==> config.mk <==
export PLATFORM = sky130hd
export DESIGN_NAME = mil1553_word_tx
export DESIGN_NICKNAME = d
export VERILOG_FILES = /design/src/rtl/mil1553_word_tx.sv
export SDC_FILE = /design/constraint.sdc
export NUM_CORES = 1
export LEC_CHECK = 0
export ABC_AREA = 1
export BUFFER_PORTS_ARGS = -buffer_cell sky130_fd_sc_hd__clkbuf_2
export CORE_ASPECT_RATIO = 1.4
export CORE_MARGIN = 2
export CORE_UTILIZATION = 58
export CTS_CLUSTER_SIZE = 20
export DETAILED_ROUTE_END_ITERATION = 7
export PLACE_DENSITY = 0.79
export SYNTH_ARGS = -nofsm -noshare
export SYNTH_HDL_FRONTEND = slang
export SYNTH_SLANG_ARGS = --single-unit
==> constraint.sdc <==
create_clock -name clk -period 3.1 [get_ports clk]
set_input_delay 0 -clock clk [delete_from_list [all_inputs] [get_ports clk]]
set_output_delay 0 -clock clk [all_outputs]
set_load 0.02 [all_outputs]
==> src/rtl/mil1553_word_tx.sv <==
// MIL-STD-1553B word transmitter: sync, 16 data bits MSB first and odd parity,
// Manchester-II encoded onto the differential tx_pos/tx_neg pair.
module mil1553_word_tx #(
    parameter int unsigned CLKS_PER_HALF = 8,
    parameter int unsigned CNT_W         = 8
) (
    input  logic        clk,
    input  logic        rst,
    input  logic        tx_valid,
    output logic        tx_ready,
    input  logic [15:0] tx_data,
    input  logic        tx_cmd,
    output logic        tx_pos,
    output logic        tx_neg,
    output logic        tx_busy,
    output logic        tx_done
);

    typedef enum logic [1:0] {
        IDLE,
        SYNC,
        DATA,
        PARITY
    } state_t;

    localparam logic [CNT_W-1:0] CNT_LAST = CNT_W'(CLKS_PER_HALF - 1);
    localparam logic [CNT_W-1:0] CNT_PEN  = CNT_W'(CLKS_PER_HALF - 2);

    state_t           state;
    state_t           nxt_state;
    logic [CNT_W-1:0] cnt;
    logic [4:0]       hidx;
    logic [4:0]       nxt_hidx;
    logic [4:0]       bit_sel;
    logic [16:0]      bits_q;
    logic             cmd_q;
    logic             half_end;
    logic             word_end;
    logic             last_cycle_next;
    logic             nxt_level;

    assign half_end        = (cnt == CNT_LAST);
    assign word_end        = (state == PARITY) && (hidx == 5'd1) && half_end;
    assign last_cycle_next = (state == PARITY) && (hidx == 5'd1) && (cnt == CNT_PEN);

    // Half-bit sequencing: hidx counts half bits within the current state.
    always_comb begin
        nxt_state = state;
        nxt_hidx  = hidx + 5'd1;
        case (state)
            SYNC: begin
                if (hidx == 5'd5) begin
                    nxt_state = DATA;
                    nxt_hidx  = '0;
                end
            end
            DATA: begin
                if (hidx == 5'd31) begin
                    nxt_state = PARITY;
                    nxt_hidx  = '0;
                end
            end
            default: ;
        endcase
    end

    // bits_q holds data MSB at [16] down to parity at [0]; first half of a bit
    // carries the bit value, second half its complement.
    always_comb begin
        bit_sel   = '0;
        nxt_level = 1'b0;
        if (nxt_state == SYNC) begin
            nxt_level = (nxt_hidx < 5'd3) ? cmd_q : ~cmd_q;
        end else begin
            if (nxt_state == DATA) begin
                bit_sel = 5'd16 - {1'b0, nxt_hidx[4:1]};
            end
            nxt_level = bits_q[bit_sel] ^ nxt_hidx[0];
        end
    end

    always_ff @(posedge clk) begin
        if (rst) begin
            state    <= IDLE;
            cnt      <= '0;
            hidx     <= '0;
            bits_q   <= '0;
            cmd_q    <= 1'b0;
            tx_pos   <= 1'b0;
            tx_neg   <= 1'b0;
            tx_busy  <= 1'b0;
            tx_done  <= 1'b0;
            tx_ready <= 1'b1;
        end else begin
            tx_done <= 1'b0;
            // tx_ready is only high in IDLE or on the final parity cycle,
            // so this one branch covers both fresh and back-to-back starts.
            if (tx_valid && tx_ready) begin
                state    <= SYNC;
                cnt      <= '0;
                hidx     <= '0;
                bits_q   <= {tx_data, ~^tx_data};
                cmd_q    <= tx_cmd;
                tx_pos   <= tx_cmd;
                tx_neg   <= ~tx_cmd;
                tx_busy  <= 1'b1;
                tx_ready <= 1'b0;
            end else if (state != IDLE) begin
                if (word_end) begin
                    state   <= IDLE;
                    cnt     <= '0;
                    hidx    <= '0;
                    tx_pos  <= 1'b0;
                    tx_neg  <= 1'b0;
                    tx_busy <= 1'b0;
                end else if (half_end) begin
                    state  <= nxt_state;
                    hidx   <= nxt_hidx;
                    cnt    <= '0;
                    tx_pos <= nxt_level;
                    tx_neg <= ~nxt_level;
                end else begin
                    cnt <= cnt + 1'b1;
                    if (last_cycle_next) begin
                        tx_ready <= 1'b1;
                        tx_done  <= 1'b1;
                    end
                end
            end
        end
    end

endmodule

=== After elaboration in Yosys (flattened, before gate mapping) ===
Index checks and enable logic that the tools add are counted.

* Equal/unequal tests: 12
* Multiplexer cells: 37
* Add/subtract/negate cells: 3
* Div/mod/pow operators: 0
* $mul: 0
* Order comparisons: 2
* Shift-type cells: 0
* Bitwise operators: 5
* Reductions and logical operators: 17

{| class="wikitable"
|+ Operators with widths
! cell !! count
|-
| 5-bit two-way mux || 6
|-
| 1-bit two-way mux || 22
|-
| 8-bit by 3-bit equality test with 1-bit output, second input constant || 2
|-
| 8-bit two-way mux || 2
|-
| 16-bit XNOR reduction || 1
|-
| 5-bit one-hot mux with 2 select lines || 1
|-
| 2-bit nonzero test || 5
|-
| 8-bit by 1-bit adder with 8-bit output, second input constant || 1
|-
| 2-bit two-way mux || 4
|-
| 2-bit equality test, second input constant || 3
|-
| 5-bit by 6-bit less-than comparator with 1-bit output, second input constant || 1
|-
| 2-bit AND reduction || 3
|-
| 5-bit by 1-bit adder with 5-bit output, second input constant || 1
|-
| 1-bit binary-select mux with 5-bit select || 1
|-
| 5-bit by 1-bit equality test with 1-bit output, second input constant || 1
|-
| 5-bit by 3-bit equality test with 1-bit output, second input constant || 1
|-
| 5-bit equality test, second input constant || 1
|-
| 5-bit by 2-bit less-than comparator with 1-bit output, second input constant || 1
|-
| 5-bit OR reduction || 1
|-
| 5-bit by 4-bit subtractor with 5-bit output, first input constant || 1
|-
| 2-bit by 1-bit equality test with 1-bit output, second input constant || 2
|-
| 1-bit logical AND || 4
|-
| 2-bit by 1-bit inequality test with 1-bit output, second input constant || 2
|-
| 1-bit NOT || 4
|-
| 5 further kinds || 5
|}

* Memories: 0
* Bits in registers: 38
* Input port bits: 20
* Memory bits (writable): 0
* Bits in read-only memories: 0
* Bits in latches: 0

=== Logic depth before layout (Yosys ltp) ===
Gate-level depths: netlist (run 1).

* Word-level depth: 15
* Mapped depth: 22

=== Worst setup path after synthesis (run 1) ===
No wires, ideal clock.

* Path type: register to register
* Start: reg hidx[0]
* End: reg tx_neg
* Cell stages (with the launch flop): 21
* Data required time: 2.973 ns
* Setup slack: 0.407 ns
* Path buffers: 0
* Arrival: 2.566 ns
* Cells stage by stage: dfxtp_1 > ha_1 > nand2_1 > nor2_1 > ha_1 > or2_2 > nand2_2 > nand2_1 > ha_1 > inv_1 > nand3_2 > nor2_1 > nand2_1 > nand3_1 > nand3_1 > nand3_1 > nand3_1 > nand3_2 > nand2_1 > nand2_1 > a21oi_2

* Longest elaborated chain between the ends: 15

{| class="wikitable"
|+ RTL lines
! item !! line !! text
|-
| start: declaration || 32 || <nowiki>logic [4:0] hidx;</nowiki>
|-
| start signal: assignment || 118 || <nowiki>hidx <= nxt_hidx;</nowiki>
|-
| 5-bit by 1-bit adder with 5-bit output (tied with other cells) || 49 || <nowiki>nxt_hidx = hidx + 5'd1;</nowiki>
|-
| 5-bit two-way mux (tied with other cells) || 58 || <nowiki>if (hidx == 5'd31) begin</nowiki>
|-
| 5-bit one-hot mux with 2 select lines / 2-bit one-hot mux with 2 select lines (equally long branches) || 50 || <nowiki>case (state)</nowiki>
|-
| 5-bit by 4-bit subtractor with 5-bit output / 2-bit equality test (equally long branches) || 76, 75 ||
|-
| 5-bit two-way mux || 75 || <nowiki>if (nxt_state == DATA) begin</nowiki>
|-
| 5-bit two-way mux || 72 || <nowiki>if (nxt_state == SYNC) begin</nowiki>
|-
| 1-bit binary-select mux with 5-bit select || 78 || <nowiki>nxt_level = bits_q[bit_sel] ^ nxt_hidx[0];</nowiki>
|-
| 1-bit two-way mux (implied by the code) || 78 ||
|-
| 1-bit XOR || 78 ||
|-
| 1-bit two-way mux || 72 ||
|-
| 1-bit NOT || 121 || <nowiki>tx_neg <= ~nxt_level;</nowiki>
|-
| 1-bit two-way mux || 116 || <nowiki>end else if (half_end) begin</nowiki>
|-
| 1-bit two-way mux || 109 || <nowiki>if (word_end) begin</nowiki>
|-
| 1-bit two-way mux || 108 || <nowiki>end else if (state != IDLE) begin</nowiki>
|-
| 1-bit two-way mux || 98 || <nowiki>if (tx_valid && tx_ready) begin</nowiki>
|-
| end signal: assignment || 105 || <nowiki>tx_neg <= ~tx_cmd;</nowiki>
|-
| end signal: assignment || 121 ||
|-
| end: declaration || 14 || <nowiki>output logic tx_neg,</nowiki>
|}

Several ways; a longest one is shown, not always the timed one. The select of a mux whose other input is x is not followed.
A chain may end at the register's enable or synchronous reset.

=== Final worst setup path (run 1) ===
Ends and elaborated chain as after synthesis.

==> out/results.ini, run 1 <==
[synthesis]
yosys_warnings = 0
synth_top_area_cell = dfxtp_1
synth_top_area_share_pct = 33.2
synth_seq_cells = 38
synth.area.top_cells = dfxtp_1 (33%), nand2_1 (8.9%), nor2_1 (7.9%)
ys_seq_area_share_pct = 33.2
ys_types = 33
avgSynthCellArea_sq_um = 7.13
synth.net_count = 353
synthCells = 321
synth_area_sq_mm = 0.00229

[drt]
via_per_inst = 5.36
drt_iter0_drc = 99
drt_wl_total_um = 5030
wl_met1_um = 1880
wl_per_cell_um = 12.5
wl_met2_um = 2810
routed.top_layer = met4
drc = 0
route.met3.wl_um = 141
antenna_left = 0
routed-via-count = 2154
drtPass1Iterations = 5

[cells_and_area]
fillers = 354
multi_input_area_sq_mm = 0.00139
nNetsFinal = 391
final_cell_mix = nand2_1 (54), nor2_1 (48), inv_1 (38)
final_common_cell = nand2_1
stdcell_count = 402
diodes = 0
drive_gt1_share_pct = 16.2
area_growth_pct = 16.7
area.sequential_sq_um = 763
fin_util_pct = 69.4

[critical_path]
crit_fanout = 7
r2r_start = hidx[0]
worstPathRequired_ns = 3.32
rrSetupSlack_ns = 0.33
crit_type = register to register
worst_setup_path_end_kind = register
startpoint = hidx[0]
crit_path_start_kind = register
crit_arrival_ns = 2.99

[placed_design]
io_buffers = 24
gp_congestion = 0.883
dpl.hpwl_um = 3890
placed_cells = 385

[run]
maxCapViolCount = 0

[sta]
fin_crit_ns = 2.77
max_freq_ghz = 0.361
skew_ns = 0.00607
setup_viol = 0
drv_slew = 0
finalCritPeriodShare_pct = 89.4
fin_setup_tns_ns = 0
rsz0062_at_grt = false
hold_viol = 0
tightest_slew_ns = 0.652
relSlewSlack_pct = 56.1

[clock_network]
insertion_delay_ns = 0.29
clk_pin_slew_worst_paths_ns = 0.07
cts.htree.levels = 2
root_buffer = clkbuf_8
tritoncts.num_buffers = 5
clock_sinks = 38
clk_path_buf_depth = 2
cts_tree = yes

[floorplanning]
start_util_pct = 59.5
row_count = 27
die-area_sq_mm = 0.00447
dieHeight_um = 78.3
core-area_sq_mm = 0.00385
fp.dieW_um = 57.1
top_level_ports = 25

[global_route]
grt_pass1_vias = 2155
antenna_found_initial = 0
grt_pass1_wl_um = 8780
grtUsageTotal_pct = 24.8
grt_max_degree = 25
grt_overflow_total = 0

[power_and_ir_drop]
peakVddDrop_mv = 0.379
power_leakage_uw = 0.00117
total_power_uw = 1040
powerDensity_mw_per_mm2 = 390

[hold_path]
min-delay-start = tx_data[0]
min_path_type = input port to register

[run_status]
status = completed

[Yosys cell counts (all sizes together)]
| cell | n |
|---|---|
| buf | 1 |
| nand2 | 60 |
| nand4 | 6 |
| o21ai | 22 |
| nor2 | 50 |
| or2 | 1 |
| xnor2 | 10 |
| o221ai | 1 |
| o22ai | 2 |
| nor3b | 1 |
| ha | 12 |
| o32ai | 1 |
| a21oi | 19 |
| nor4 | 2 |
| nand3 | 32 |
| xor2 | 8 |
| dfxtp | 38 |
| clkbuf | 5 |
| a31oi | 1 |
| o21bai | 1 |
| inv | 39 |
| o21a | 1 |
| nor3 | 8 |
[registers in the layout (all words and copies together), names as in the netlist]
register,flops
tx_busy,1
hidx,5
tx_ready,1
cnt,8
cmd_q,1
state,2
tx_neg,1
tx_pos,1
tx_done,1
bits_q,17
[where the power goes]
part | switching (uW) | internal [uW] | leakage, uW | total, uW
Sequential | 13.4 | 514 | 0.000312 | 528
Combinational | 113 | 83.8 | 0.000810 | 197
Clock | 168 | 151 | 0.0000438 | 319
Total | 294 | 749 | 0.00117 | 1040
[final timing paths]
path / endpoint / depth (start not counted)
min reg2reg: bits_q[9] / 2
min: bits_q[1] / 3
max reg2reg: tx_neg / 21
max: tx_neg / 21
[metrics by stage]
stage / worst slack, ns / hold WS [ns] / area, sq um
floorplan: 0.407 / 0.167 / 2290
global placement: 0.292 / 0.281 / 2460
detailed placement: 0.225 / 0.284 / 2460
CTS: 0.164 / 0.00168 / 2640
global route: 0.0119 / 0.0194 / 2670
finish: 0.327 / 0.0115 / 2670
[cell type report]
type                       instances  share of cell area, %
timing repair buffer              37                   9.08
clock buffer                       5                   2.57
tap                               43                   2.01
clock inverter                     2                  0.375
sequential                        38                   28.6
multi-input combinational        238                   51.9
inverter                          39                   5.48
[kinds of logic (layout without fill, tap and decap cells)]
family,Yosys count,after routing,synth area share [%]
AO/OA/AOI/OAI,48,48,12.8
XOR/XNOR,18,18,6.89
adder cells (fa/ha/maj),12,12,6.56
buffers and inverters,45,83,7.38
flip-flops,38,38,33.2
AND/OR/NAND/NOR,160,160,33.1
[critical path, cell delays in order, from the launching register on]
cell and delay (ns):
dfxtp_1 0.35, ha_1 0.23, nand2_1 0.09, nor2_1 0.04, ha_1 0.19, or2_4 0.28
nand2_4 0.11, nand2_1 0.09, ha_1 0.30, inv_1 0.11, nand3_4 0.10, nor2_1 0.11
nand2_1 0.06, nand3_1 0.07, nand3_1 0.09, nand2_1 0.07, nand2_1 0.04, nand3_1 0.07
nand3_2 0.07, nand2_1 0.06, nand2_1 0.06, a21oi_2 0.11
[repair_timing]
item,in CTS,in global routing
gates resized for setup,0,7
hold endpoints to repair,13,0
endpoints found under the setup margin,0,2
buffers inserted,0,0
hold buffers,10,0
[layer usage]
metal  GRT usage (%)  vias up
met1            23.3      969
met4            12.8        0
met3            4.78       20
met2            48.6       43
met5               0        -
li1                -     1122
No activity file was read; power rests on OpenSTA's default activity.
==> inputs of run 2 (changes only) <==
--- a/config.mk
+++ b/config.mk
@@ -5,14 +5,13 @@
 export SDC_FILE = /design/constraint.sdc
 export NUM_CORES = 1
 export LEC_CHECK = 0
-export ABC_AREA = 1
 export BUFFER_PORTS_ARGS = -buffer_cell sky130_fd_sc_hd__clkbuf_2
 export CORE_ASPECT_RATIO = 1.4
 export CORE_MARGIN = 2
-export CORE_UTILIZATION = 58
+export CORE_UTILIZATION = 59
 export CTS_CLUSTER_SIZE = 20
 export DETAILED_ROUTE_END_ITERATION = 7
-export PLACE_DENSITY = 0.79
+export PLACE_DENSITY = 0.8
 export SYNTH_ARGS = -nofsm -noshare
 export SYNTH_HDL_FRONTEND = slang
 export SYNTH_SLANG_ARGS = --single-unit
==> run 2 against run 1 <==
  * Combinational power increased by 3%
  * Clock skew about the same
  * Routed wire length increased by 18%
  * Sequential share of layout area decreased by 3.0 points
  * Critical path type unchanged
  * Register-to-register slack got worse by 0.23 ns
  * Critical endpoint unchanged
  * Sequential power decreased by 1%
  * Non-clock buffer count increased by 27
  * Core utilization increased by 8.2 points
  * Via count increased by 5.5%
==> out/results.ini, run 2 <==
[run_status]
status = completed

[cells_and_area]
regMostFlops = bits_q
drive_gt1_share_pct = 24.9
area_growth_pct = 28.2
stdcell_area_sq_mm = 0.00301
final_common_cell = nand2_1
nNetsFinal = 377
diodes = 0
stdcell_count = 389
final_cell_mix = nand2_1 (49), dfxtp_1 (35), a21oi_1 (28)
largest_reg_flops = 17
top_regs = bits_q: 17 flops, cnt: 8 flops, hidx: 5 flops

[drt]
via_per_inst = 5.84
wl_per_cell_um = 15.2
drt_wl_total_um = 5930
drt_iter0_drc = 115
drc = 0
routed-via-count = 2272
drtPass1Iterations = 4
antenna_left = 0

[synthesis]
synth.net_count = 318
synthAdderAreaFrac_pct = 6.39
synthCells = 286
yosys_warnings = 0
synth_area_sq_mm = 0.00235
ys_seq_area_share_pct = 32.4
synth.area.top_cells = dfxtp_1 (32%), nand2_1 (7.8%), ha_1 (6.4%)
ys_async_sr_fraction_pct = 0
synth-xor-area-share_pct = 9.69
synthSimpleGateAreaFrac_pct = 23.8
synth_top_area_share_pct = 32.4
synth_mux_area_share_pct = 2.02
synth_compound_area_share_pct = 20.4
ys.flop_type = dfxtp_1
avgSynthCellArea_sq_um = 8.22
synth_top_family_by_area = simple AND/OR/NAND/NOR gates
ys_types = 60
synth-edff-count = 0
synth_top_area_cell = dfxtp_1
synth_seq_cells = 38
synthTopCellsByCount = nand2_1 (49), dfxtp_1 (38), a21oi_1 (28)
synth_most_common_cell = nand2_1

[global_route]
grt_pass1_vias = 2167
grtUsageTotal_pct = 26.8
grt_max_degree = 26
grt_overflow_total = 0
antenna_found_initial = 0
grt_pass1_wl_um = 9510

[power_and_ir_drop]
switching_share_pct = 27.4
total_power_uw = 1080
peakVddDrop_mv = 0.434
power_leakage_uw = 0.00116
pwr-share-clk_pct = 33.0
sequentialPowerShare_pct = 48.3
p_switching_uw = 295
combPwrFrac_pct = 18.7
p_int_uw = 783
powerDensity_mw_per_mm2 = 358

[sta]
relSlewSlack_pct = 55.8
fin_crit_ns = 3.00
finalCritPeriodShare_pct = 96.9
hold_viol = 0
skew_ns = 0.00571
drv_slew = 0
setup_viol = 0
max_freq_ghz = 0.333
tightest_slew_ns = 0.661
setup_slack_ns = 0.0960
fin_setup_tns_ns = 0

[critical_path]
r2r-end = tx_neg
crit_arrival_ns = 3.18
crit_path_start_kind = register
critical_path_depth = 14
worst_setup_path_end_kind = register
rrSetupSlack_ns = 0.1
worstPathRequired_ns = 3.28
crit_path_max_incr_delay_ns = 0.38
r2r_cells = 14
path_buf_inv = 2
crit_type = register to register
worst_path_max_delay_cell = or3_4
r2r_start = hidx[1]
crit_chain = ha_4 > and3_4 > ha_4 > nor3b_2 > a311o_2 > buf_12 > inv_6 > ha_2 > or3_4 > and3_4 > o32ai_2 > a31o_2 > a211oi_2 > a311o_1
crit_family = compound AO/OA/AOI/OAI gates
crit_fanout = 4

[floorplanning]
core-area_sq_mm = 0.00388
row_count = 27
dieHeight_um = 78.7
die-area_sq_mm = 0.00451
fp.dieW_um = 57.4
start_util_pct = 60.5
top_level_ports = 25

[placed_design]
io_buffers = 24
placed_area_sq_mm = 0.00258
gp_congestion = 0.882
placed_cells = 356
post-place-ws_ns = -0.0219
dpl.hpwl_um = 3930

[clock_network]
root_buffer = clkbuf_8
clk_path_buf_depth = 2
cts_tree = yes
tritoncts.num_buffers = 5
clk_pin_slew_worst_paths_ns = 0.07
insertion_delay_ns = 0.29
clock_sinks = 38
cts.htree.levels = 2

[hold_path]
hold_path_depth = 2
min_path_type = input port to register
min-delay-start = rst
min_to = bits_q[2]

[run]
maxCapViolCount = 0

==> run 2: cell types whose count changed in the layout (fill, tap and decap cells not counted), sizes merged, moves of 4 or more <==
cell,change
a21oi,+9
nor2,-27
inv,-28
xnor2,+7
buf,+19
nand3,-22
nand2b,+7
dlygate4sd3,+8
nor3,-4
nand2,-11
nand4,-4
o21ai,-13
and3,+4
==> run 2: per-stage QoR <==
step	util, %	hold WS [ns]
2_1_floorplan	-	0.136
3_3_place_gp	66.3	0.249
3_5_place_dp	66.3	0.253
4_1_cts	73.8	0.223
5_1_grt	77.6	0.244
6_report	77.6	0.227
==> run 2: timing repair <==
action	in CTS	in global routing
hold endpoints to repair	18	0
hold buffers	18	0
gates cloned	0	0
buffers inserted	1	6
endpoints found under the setup margin	2	2
pin swaps	2	9
resized for setup	3	19
==> run 2: layout make-up <==
type / instances / area (sq um)
clock buffers: 6 / 82.6
clock inverters: 2 / 12.5
fillers: 268 / 872
inverters: 11 / 46.3
multi-input cells: 225 / 1560
flip-flops and latches: 38 / 769
well taps: 43 / 53.8
repair buffers: 64 / 485
==> run 2: worst max path at each step <==
stage | from | endpoint
2_1_floorplan | hidx[0] | tx_neg
3_3_place_gp | hidx[1] | tx_neg
3_5_place_dp | hidx[1] | tx_neg
4_1_cts | hidx[1] | tx_neg
5_1_grt | hidx[1] | tx_neg
6_report | hidx[1] | tx_neg
==> run 2: per-layer routing <==
layer | wire [um] | global-route usage [%]
met2 | 3210 | 49.7
met5 | 0 | 0
met1 | 2260 | 28.1
met3 | 210 | 5.54
met4 | 244 | 12.1
==> run 2: power by group through the flow <==
stage               logic [uW]  clock network, uW  registers (uW)
floorplan                  124                  0             535
global placement           171                  0             533
detailed placement         174                  0             534
CTS                        193                363             522
global route               221                381             522
finish                     202                355             521
==> run 2: kinds of logic after synthesis <==
group	after synthesis
buf+inv	23
flops	38
fa+ha+maj	12
mux	3
xor+xnor	26
simple gates	116
compound gates	68
==> inputs of run 3 (changes only) <==
--- a/config.mk
+++ b/config.mk
@@ -7,7 +7,7 @@
 export LEC_CHECK = 0
 export BUFFER_PORTS_ARGS = -buffer_cell sky130_fd_sc_hd__clkbuf_2
 export CORE_ASPECT_RATIO = 1.4
-export CORE_MARGIN = 2
+export CORE_MARGIN = 5
 export CORE_UTILIZATION = 59
 export CTS_CLUSTER_SIZE = 20
 export DETAILED_ROUTE_END_ITERATION = 7
==> run 3 against run 2 <==
  * Critical endpoint unchanged
  * Critical path depth down 1
  * Clock power up 20%
  * First-iteration DRC count down 19%
  * Global-route usage down 4.9 points
  * Routed wire length down 1.9%
  * Clock-buffer cell count unchanged
==> out/results.ini, run 3 (same netlist as run 2, synthesis figures left out) <==
[drt]
drc = 0
drtPass1Iterations = 4
routed.top_layer = met4
route.met3.wl_um = 192
wl_met1_um = 2230
antenna_left = 0
wl_met2_um = 3120
drt_wl_total_um = 5820
via_per_inst = 5.75
routed-via-count = 2198
wl_per_cell_um = 15.2
drt_iter0_drc = 93

[sta]
setup_viol = 0
finalCritPeriodShare_pct = 96.6
fin_crit_ns = 2.99
whs_ns = 0.227
hold_viol = 0
skew_ns = 0.00159
drv_slew = 0
tightest_slew_ns = 0.704
relSlewSlack_pct = 53.0
max_freq_ghz = 0.334

[floorplanning]
dieHeight_um = 84.7
top_level_ports = 25
start_util_pct = 60.5
row_count = 27
core-area_sq_mm = 0.00388
die-area_sq_mm = 0.00537
fp.dieW_um = 63.4

[clock_network]
cts.htree.levels = 2
cts_tree = yes
clk_path_buf_depth = 2
clock_sinks = 38
tritoncts.num_buffers = 5
root_buffer = clkbuf_8
insertion_delay_ns = 0.29
clk_pin_slew_worst_paths_ns = 0.07

[hold_path]
hold_path_depth = 2
min_path_type = input port to register

[run_status]
status = completed

[power_and_ir_drop]
total_power_uw = 1150
powerDensity_mw_per_mm2 = 391
peakVddDrop_mv = 0.390
power_leakage_uw = 0.00113

[cells_and_area]
diodes = 0
fin_util_pct = 75.6
largest_reg_flops = 17
drive_gt1_share_pct = 22.4
area_growth_pct = 25.0
top_regs = bits_q: 17 flops, cnt: 8 flops, hidx: 5 flops
stdcell_count = 382
final_cell_mix = nand2_1 (49), dfxtp_1 (35), a21oi_1 (28)
stdcell_area_sq_mm = 0.00294
regMostFlops = bits_q
final_common_cell = nand2_1
fillers = 286
nNetsFinal = 371

[placed_design]
dpl.hpwl_um = 4080
placed_area_sq_mm = 0.00258
placed_cells = 356
gp_congestion = 0.880
io_buffers = 24

[critical_path]
worst_path_max_delay_cell = or3_4
worst_setup_path_end_kind = register
crit_chain = ha_2 > and3_4 > ha_4 > nor3b_2 > a311o_2 > inv_6 > ha_2 > or3_4 > and3_4 > o32ai_2 > a31o_2 > a211oi_1 > a311o_1
path_buf_inv = 1
crit_path_max_incr_delay_ns = 0.39
worstPathRequired_ns = 3.28
crit_path_start_kind = register
crit_type = register to register
critical_path_depth = 13
crit_family = compound AO/OA/AOI/OAI gates
crit_fanout = 4
r2r_cells = 13
crit_arrival_ns = 3.18

[global_route]
grt_pass1_wl_um = 9550
grt_overflow_total = 0
antenna_found_initial = 0
grtUsageTotal_pct = 21.8
grt_pass1_vias = 2158
grt_max_degree = 26

[run]
maxCapViolCount = 0

run 3: cell count changes in the layout (fill, tap and decap cells not counted), sizes merged:
cell      delta
clkinvlp     -1
buf          -6
bufinv       +1
clkinv       -1
run 3: report_power, final:
group / switching [uW] / internal [uW] / total (uW)
Sequential: 12.6 / 509 / 522
Clock: 170 / 257 / 427
Combinational: 107 / 94.2 / 201
Total: 289 / 861 / 1150
run 3: cell type report:
| cell class | count | area [sq um] | area share, % |
|---|---|---|---|
| clock inverters | 1 | 30.0 | 1.02 |
| well taps | 43 | 53.8 | 1.83 |
| multi-input cells | 225 | 1540 | 52.4 |
| repair buffers | 58 | 420 | 14.3 |
| clock buffers | 6 | 82.6 | 2.81 |
| inverters | 11 | 46.3 | 1.58 |
| flip-flops and latches | 38 | 764 | 26.0 |
run 3: timing repair:
action	CTS	global route
gates resized for setup	3	10
endpoints found under the hold margin	18	0
hold buffers	18	0
buffers inserted	0	1
pin swaps	2	5
endpoints found under the setup margin	2	2
cloned	0	0
run 3: final timing paths:
| path | from | to | slack [ns] |
|---|---|---|---|
| worst max register to register | hidx[1] | tx_neg | 0.11 |
| worst min register to register | bits_q[2] | bits_q[2] | 0.46 |
| worst min-delay path | rst | bits_q[7] | 0.23 |
| worst max-delay path | hidx[1] | tx_neg | 0.11 |
run 3: metal layers:
metal | track usage, % | up-vias
met2 | 40.9 | 56
met3 | 4.15 | 22
met4 | 12.9 | 0
li1 | - | 1096
met5 | 0 | -
met1 | 21.5 | 1024
run 3: per-stage QoR:
| stage | setup TNS [ns] | setup WS [ns] |
|---|---|---|
| 2_1_floorplan | 0 | 0.00148 |
| 3_3_place_gp | 0 | 0.0444 |
| 3_5_place_dp | -0.0386 | -0.0386 |
| 4_1_cts | 0 | 0.0179 |
| 5_1_grt | -0.0167 | -0.0167 |
| 6_report | 0 | 0.105 |
